[src/rtl/serial_addsub_ctrl_pkg.sv]
// serial_addsub_pkg
// Shared definitions for the bit-serial add/subtract/negate sequencer:
//   op_e    : 2-bit operation encoding carried on the request bus
//   state_e : sequencer FSM states
package serial_addsub_pkg;

    typedef enum logic [1:0] {
        OP_ADD  = 2'b00,   // a + b
        OP_SUB  = 2'b01,   // a - b
        OP_NEG  = 2'b10,   // -a
        OP_PASS = 2'b11    // a
    } op_e;

    typedef enum logic [1:0] {
        IDLE = 2'b00,
        RUN  = 2'b01,
        DONE = 2'b10
    } state_e;

endpackage

[src/rtl/serial_addsub_ctrl_if.sv]
// serial_addsub_ctrl_if
// Request/response bundle of the bit-serial arithmetic engine.
//   start, op, a, b        : request side, driven by the master
//   busy, done, y, cout, ovf : status/result side, driven by the engine
// Modports: master (requester), slave (engine).
interface serial_addsub_ctrl_if
    import serial_addsub_pkg::*;
#(
    parameter int WIDTH = 4
);
    logic             start;
    op_e              op;
    logic [WIDTH-1:0] a;
    logic [WIDTH-1:0] b;
    logic             busy;
    logic             done;
    logic [WIDTH-1:0] y;
    logic             cout;
    logic             ovf;

    modport master (
        output start, op, a, b,
        input  busy, done, y, cout, ovf
    );

    modport slave (
        input  start, op, a, b,
        output busy, done, y, cout, ovf
    );

endinterface

[src/rtl/serial_addsub_ctrl_full_adder.sv]
// full_adder
// Single 1-bit full adder cell.
//   a, b, cin : addend bits and carry in
//   sum, cout : sum bit and carry out
module full_adder (
    input  logic a,
    input  logic b,
    input  logic cin,
    output logic sum,
    output logic cout
);
    assign sum  = a ^ b ^ cin;
    assign cout = (a & b) | (a & cin) | (b & cin);
endmodule

[src/rtl/serial_addsub_ctrl.sv]
// serial_addsub_ctrl
// Bit-serial ADD/SUB/NEG/PASS engine. One full adder cell is time-shared
// over WIDTH cycles, LSB first. An operation is accepted from IDLE on start,
// runs WIDTH cycles with busy high, then pulses done for one cycle while
// y/cout/ovf hold the new result until the next accepted operation.
//   clk   : rising-edge clock
//   rst_n : asynchronous active-low reset
//   bus   : slave side of serial_addsub_ctrl_if (start/op/a/b in,
//           busy/done/y/cout/ovf out)
module serial_addsub_ctrl
    import serial_addsub_pkg::*;
#(
    parameter int WIDTH = 4
) (
    input  logic                 clk,
    input  logic                 rst_n,
    serial_addsub_ctrl_if.slave  bus
);
    localparam int CW = $clog2(WIDTH);

    state_e           state_q;
    logic [CW-1:0]    cnt_q;
    logic [WIDTH-1:0] x_q, z_q, r_q, y_q;
    logic             carry_q, cout_q, ovf_q, busy_q, done_q;

    logic [WIDTH-1:0] x_d, z_d;
    logic             cin_d;
    logic             fa_sum, fa_cout;

    // Every op is reduced to x + z + cin so the single adder cell covers all.
    always_comb begin
        x_d   = bus.a;
        z_d   = '0;
        cin_d = 1'b0;
        case (bus.op)
            OP_ADD:  begin x_d = bus.a;  z_d = bus.b;  cin_d = 1'b0; end
            OP_SUB:  begin x_d = bus.a;  z_d = ~bus.b; cin_d = 1'b1; end
            OP_NEG:  begin x_d = ~bus.a; z_d = '0;     cin_d = 1'b1; end
            default: begin x_d = bus.a;  z_d = '0;     cin_d = 1'b0; end
        endcase
    end

    full_adder u_fa (
        .a    (x_q[0]),
        .b    (z_q[0]),
        .cin  (carry_q),
        .sum  (fa_sum),
        .cout (fa_cout)
    );

    always_ff @(posedge clk or negedge rst_n) begin
        if (!rst_n) begin
            state_q <= IDLE;
            cnt_q   <= '0;
            x_q     <= '0;
            z_q     <= '0;
            r_q     <= '0;
            y_q     <= '0;
            carry_q <= 1'b0;
            cout_q  <= 1'b0;
            ovf_q   <= 1'b0;
            busy_q  <= 1'b0;
            done_q  <= 1'b0;
        end else begin
            case (state_q)
                IDLE: begin
                    done_q <= 1'b0;
                    if (bus.start) begin
                        x_q     <= x_d;
                        z_q     <= z_d;
                        carry_q <= cin_d;
                        cnt_q   <= '0;
                        busy_q  <= 1'b1;
                        state_q <= RUN;
                    end
                end
                RUN: begin
                    x_q     <= {1'b0, x_q[WIDTH-1:1]};
                    z_q     <= {1'b0, z_q[WIDTH-1:1]};
                    r_q     <= {fa_sum, r_q[WIDTH-1:1]};
                    carry_q <= fa_cout;
                    cnt_q   <= cnt_q + CW'(1);
                    if (cnt_q == CW'(WIDTH - 1)) begin
                        // Processing the MSB: carry_q is the carry into it,
                        // fa_cout the carry out, so their XOR is signed overflow.
                        y_q     <= {fa_sum, r_q[WIDTH-1:1]};
                        cout_q  <= fa_cout;
                        ovf_q   <= carry_q ^ fa_cout;
                        busy_q  <= 1'b0;
                        done_q  <= 1'b1;
                        state_q <= DONE;
                    end
                end
                DONE: begin
                    done_q  <= 1'b0;
                    state_q <= IDLE;
                end
                default: begin
                    busy_q  <= 1'b0;
                    done_q  <= 1'b0;
                    state_q <= IDLE;
                end
            endcase
        end
    end

    assign bus.busy = busy_q;
    assign bus.done = done_q;
    assign bus.y    = y_q;
    assign bus.cout = cout_q;
    assign bus.ovf  = ovf_q;

endmodule

[src/flat_wrapper.sv]
// flat-port wrapper written by rule: the top's interface ports become plain ports
module serial_addsub_ctrl_flat import serial_addsub_pkg::*;
#(
    parameter int WIDTH = 4
)
  (clk, rst_n, bus_start, bus_op, bus_a, bus_b, bus_busy, bus_done, bus_y, bus_cout, bus_ovf);
  serial_addsub_ctrl_if #(.WIDTH(WIDTH)) bus_i ();
  input  logic clk;
  input  logic rst_n;
  input wire logic [$bits(bus_i.start)-1:0] bus_start;
  input wire logic [$bits(bus_i.op)-1:0] bus_op;
  input wire logic [$bits(bus_i.a)-1:0] bus_a;
  input wire logic [$bits(bus_i.b)-1:0] bus_b;
  output wire logic [$bits(bus_i.busy)-1:0] bus_busy;
  output wire logic [$bits(bus_i.done)-1:0] bus_done;
  output wire logic [$bits(bus_i.y)-1:0] bus_y;
  output wire logic [$bits(bus_i.cout)-1:0] bus_cout;
  output wire logic [$bits(bus_i.ovf)-1:0] bus_ovf;
  assign bus_i.start = bus_start;
  assign bus_i.op = bus_op;
  assign bus_i.a = bus_a;
  assign bus_i.b = bus_b;
  assign bus_busy = bus_i.busy;
  assign bus_done = bus_i.done;
  assign bus_y = bus_i.y;
  assign bus_cout = bus_i.cout;
  assign bus_ovf = bus_i.ovf;
  serial_addsub_ctrl #(.WIDTH(WIDTH)) u_core (.clk(clk), .rst_n(rst_n), .bus(bus_i));
endmodule
[config.mk]
export PLATFORM = sky130hd
export DESIGN_NAME = serial_addsub_ctrl_flat
export DESIGN_NICKNAME = d
export VERILOG_FILES = /design/src/rtl/serial_addsub_ctrl_pkg.sv /design/src/rtl/serial_addsub_ctrl_if.sv /design/src/rtl/serial_addsub_ctrl_full_adder.sv /design/src/rtl/serial_addsub_ctrl.sv /design/src/flat_wrapper.sv
export SDC_FILE = /design/constraint.sdc
export NUM_CORES = 1
export LEC_CHECK = 0
export BUFFER_PORTS_ARGS = -buffer_cell sky130_fd_sc_hd__buf_4
export CAP_MARGIN = 20
export CORE_MARGIN = 3
export CORE_UTILIZATION = 50
export CTS_CLUSTER_SIZE = 20
export DETAILED_ROUTE_END_ITERATION = 6
export GPL_TIMING_DRIVEN = 0
export PLACE_DENSITY = 0.73
export SYNTH_ARGS = -nofsm -noshare
export SYNTH_HDL_FRONTEND = slang
export SYNTH_HIERARCHICAL = 1
export SYNTH_SLANG_ARGS = --single-unit
[constraint.sdc]
create_clock -name clk -period 1.8 [get_ports clk]
set_clock_uncertainty 0.15 [all_clocks]
set_input_delay 0 -clock clk [delete_from_list [all_inputs] [get_ports clk]]
set_output_delay 0 -clock clk [all_outputs]
set_load 0.05 [all_outputs]
==> results.py <==
metrics = {
    "critical_path": {
        "cp_slowest_cell": "sky130_fd_sc_hd__dfrtp_1",
        "criticalPathCategory": "register to register",
        "critPathRequiredTime_ns": 1.86,
        "setup.worst_path.end_class": "register",
        "number_of_buffer_and_inverter_instances_along_the_worst_setup_path": 2,
        "crit_path_max_fanout": 10,
        "critical-path-max-stage-delay_ns": 0.36,
        "timing.critical_path.cells": "buf_4 > nor2b_1 > buf_6 > mux2_2",
        "cp_depth": 4,
        "signal_arrival_time_at_the_worst_endpoint_ns": 1.61,
        "worst_setup_path_start_kind": "register",
        "reg2regPathDepth": 4,
        "critical-path-top-delay-family": "flip-flops",
    },
    "die": {
        "die_span_in_x_um": 54.50,
        "ios": 21,
        "row_count": 16,
        "initial_utilization_pct": 56.49,
        "core-area_um2": 2082,
        "die_area_um2": 2970,
        "die_h_um": 54.50,
    },
    "final_layout": {
        "filler_cell_count": 160,
        "final-instance-count-excl-fill": 161,
        "flow.area_growth_from_synthesis_pct": 29.36,
        "area_used_by_multi_input_combinational_logic_um2": 518.0,
        "register_area_um2": 600.6,
        "drive_gt1_share_pct": 32.09,
        "final_util_pct": 73.08,
        "number_of_antenna_cells_inserted": 0,
        "final_design_area_no_fill_um2": 1521,
        "final_cell_mix": "sky130_fd_sc_hd__dfrtp_1 (24), sky130_fd_sc_hd__buf_4 (21), sky130_fd_sc_hd__dlygate4sd3_1 (11), sky130_fd_sc_hd__nand2_1 (10), sky130_fd_sc_hd__mux2_2 (9)",
        "final_common_cell": "sky130_fd_sc_hd__dfrtp_1",
        "final_nets": 153,
    },
    "job": {
        "max_cap_violations": 0,
    },
    "power_and_ir_drop": {
        "power.clock.fraction_pct": 11.0,
        "power.sequential.fraction_pct": 36.5,
        "power_density_nw_per_um2": 1652,
        "worst_voltage_drop_across_the_vdd_grid_uv": 1215,
        "total_power_w": 0.002513,
        "p_leak_nw": 0.7234,
        "power.switching_fraction_pct": 41.51,
        "net-switching-power_w": 0.001043,
        "power.combinational.fraction_pct": 52.5,
        "cell_internal_pwr_w": 0.001470,
    },
    "sta": {
        "period_needed_ns": 1.551,
        "grt_setup_unrepaired": "no",
        "timing.final.hold_violations": 0,
        "tightest_slew_ns": 0.5068,
        "setup_total_negative_slack_ns": 0,
        "post-route-period-util_pct": 86.15,
        "worst_slew_margin_rel_pct": 66.14,
        "finalSetupViolCount": 0,
        "count_of_pins_over_their_slew_limit": 0,
        "fmax_mhz": 644.9,
    },
    "placement": {
        "gp_congestion": 0.7013,
        "placement.io_buffers": 20,
        "detailed_place.area_um2": 1360,
        "post-place-cells": 145,
        "dp.final_hpwl_um": 1545,
    },
    "synth": {
        "ys_async_sr_fraction_pct": 100.0,
        "syn-cell-area_um2": 1176,
        "synth_cell_types": 31,
        "synth-main-ff-cell": "sky130_fd_sc_hd__dfrtp_1",
        "avg_cell_area_syn_um2": 12.00,
        "syn_inst": 98,
        "net_count_after_synthesis": 116,
        "number_of_warnings_issued_by_yosys": 6,
        "synth_enable_flop_cells": 0,
        "ys_ff_latch": 24,
        "synth-seq-area-share_pct": 51.06,
    },
    "clocking": {
        "cts_buffers": 3,
        "cts-root-buf": "sky130_fd_sc_hd__clkbuf_4",
        "cts_tree": "built",
        "cts_post_setup_buffers_inserted": 0,
        "clock_insertion_delay_worst_skew_ns": 0.31,
        "cts_num_sinks": 24,
        "clk_path_buf_depth": 2,
        "clk_transition_reported_paths_ns": 0.12,
        "cts_max_level": 1,
    },
    "routing": {
        "remaining_drc_errors": 0,
        "route.detailed.vias_per_inst": 5.180,
        "ant_nets": 0,
        "detail_route.wirelength_um": 2206,
        "post_drt_wl_per_cell_um": 13.70,
        "first_pass_iters": 4,
        "total_number_of_vias": 834,
        "first_iter_violations": 8,
    },
    "grt": {
        "globalRoute.totalOverflow": 0,
        "grt_pass1_vias": 846,
        "maximum_number_of_pins_on_one_net_before_global_route_repair": 25,
        "grt_util_all_layers_pct": 18.10,
        "first_pass_grt_wire_length_um": 3788,
        "antenna_violations_before_repair": 0,
    },
    "worst_hold_path": {
        "hold_path_depth": 4,
        "min_path_type": "input port to register",
    },
    "status": {
        "outcome": "completed",
    },
}
-- layer usage --
layer / up-vias / part of all wire (%) / track usage, %
met5: - / 0 / 0
met4: 0 / 0.73 / 4.979
met3: 2 / 3.6 / 4.905
met2: 18 / 50 / 30.48
met1: 399 / 46 / 22.77
li1: 415 / - / -
-- cells in the mapped netlist (3+ instances only) --
cell / n / area share (%)
sky130_fd_sc_hd__xnor2_1: 5 / 3.7
sky130_fd_sc_hd__dfrtp_1: 24 / 51
sky130_fd_sc_hd__nor2_1: 5 / 1.6
sky130_fd_sc_hd__inv_1: 5 / 1.6
sky130_fd_sc_hd__mux2_2: 9 / 8.6
sky130_fd_sc_hd__nand2_1: 10 / 3.2
sky130_fd_sc_hd__a21oi_1: 3 / 1.3
sky130_fd_sc_hd__o21ai_0: 4 / 1.7
sky130_fd_sc_hd__ha_1: 4 / 4.3
sky130_fd_sc_hd__mux2i_1: 4 / 3.4
-- tightest hold or removal path, cell delays in order --
cell and delay, ns:
sky130_fd_sc_hd__buf_4 0.09, sky130_fd_sc_hd__ha_1 0.20, sky130_fd_sc_hd__mux2i_1 0.08, sky130_fd_sc_hd__o21ai_0 0.13
-- sequential cells by signal (all words and copies together) (netlist names), 2 cells and up --
name and cells:
u_core/bus.y 4, u_core/cnt_q 2, u_core/r_q 3, u_core/state_q 2
u_core/x_q 4, u_core/z_q 4
-- layout make-up --
class                           instances  area share [%]
Sequential cell                        24           39.47
Multi-Input combinational cell         64           34.05
Timing Repair Buffer                   32           18.09
Buffer                                  5           2.549
Clock buffer                            4           2.385
Tap cell                               27           2.220
Inverter                                5           1.234
-- power groups by stage --
stage          Combinational (W)  Clock (W)  Sequential [W]
6_report                 0.00132   0.000276        0.000918
5_1_grt                  0.00145   0.000308        0.000945
4_1_cts                  0.00133   0.000285        0.000919
3_5_place_dp             0.00130          0        0.000932
3_3_place_gp             0.00126          0        0.000915
2_1_floorplan           0.000689          0         0.00119
-- cell families (layout without fill, tap and decap cells) --
group / Yosys count / after routing / synth area share, %
multiplexers: 13 / 13 / 12.02
AND/OR/NAND/NOR: 21 / 21 / 9.469
buffers and inverters: 10 / 46 / 4.893
flip-flops: 24 / 24 / 51.06
AO/OA/AOI/OAI: 20 / 20 / 12.87
XOR/XNOR: 5 / 5 / 3.723
adder cells (fa/ha/maj): 5 / 5 / 5.958
-- timing repair --
item / 4_1_cts / 5_1_grt
hold endpoints to repair: 34 / 0
resized for setup: 0 / 0
endpoints found under the setup margin: 0 / 0
hold buffers: 11 / 0
-- stage by stage --
step | worst slack [ns] | hold slack, ns
floorplan | 0.3821 | -0.4456
global route | 0.1489 | 0.1240
CTS | 0.006310 | 0.07309
detailed placement | 0.2675 | -0.2356
finish | 0.2493 | 0.07461
global placement | 0.2869 | -0.2379
-- final timing paths --
kind | slack, ns | endpoint | from
max | 0.25 | u_core/r_q[1] | u_core/state_q[0]
min | 0.07 | u_core/z_q[3] | bus_op[0]
max reg2reg | 0.25 | u_core/r_q[1] | u_core/state_q[0]
min reg2reg | 0.34 | u_core/bus.ovf | u_core/bus.ovf
max in group asynchronous | 0.52 | u_core/carry_q | rst_n
min in group asynchronous | 0.53 | u_core/r_q[2] | rst_n
No activity file was read; power rests on OpenSTA's default activity.
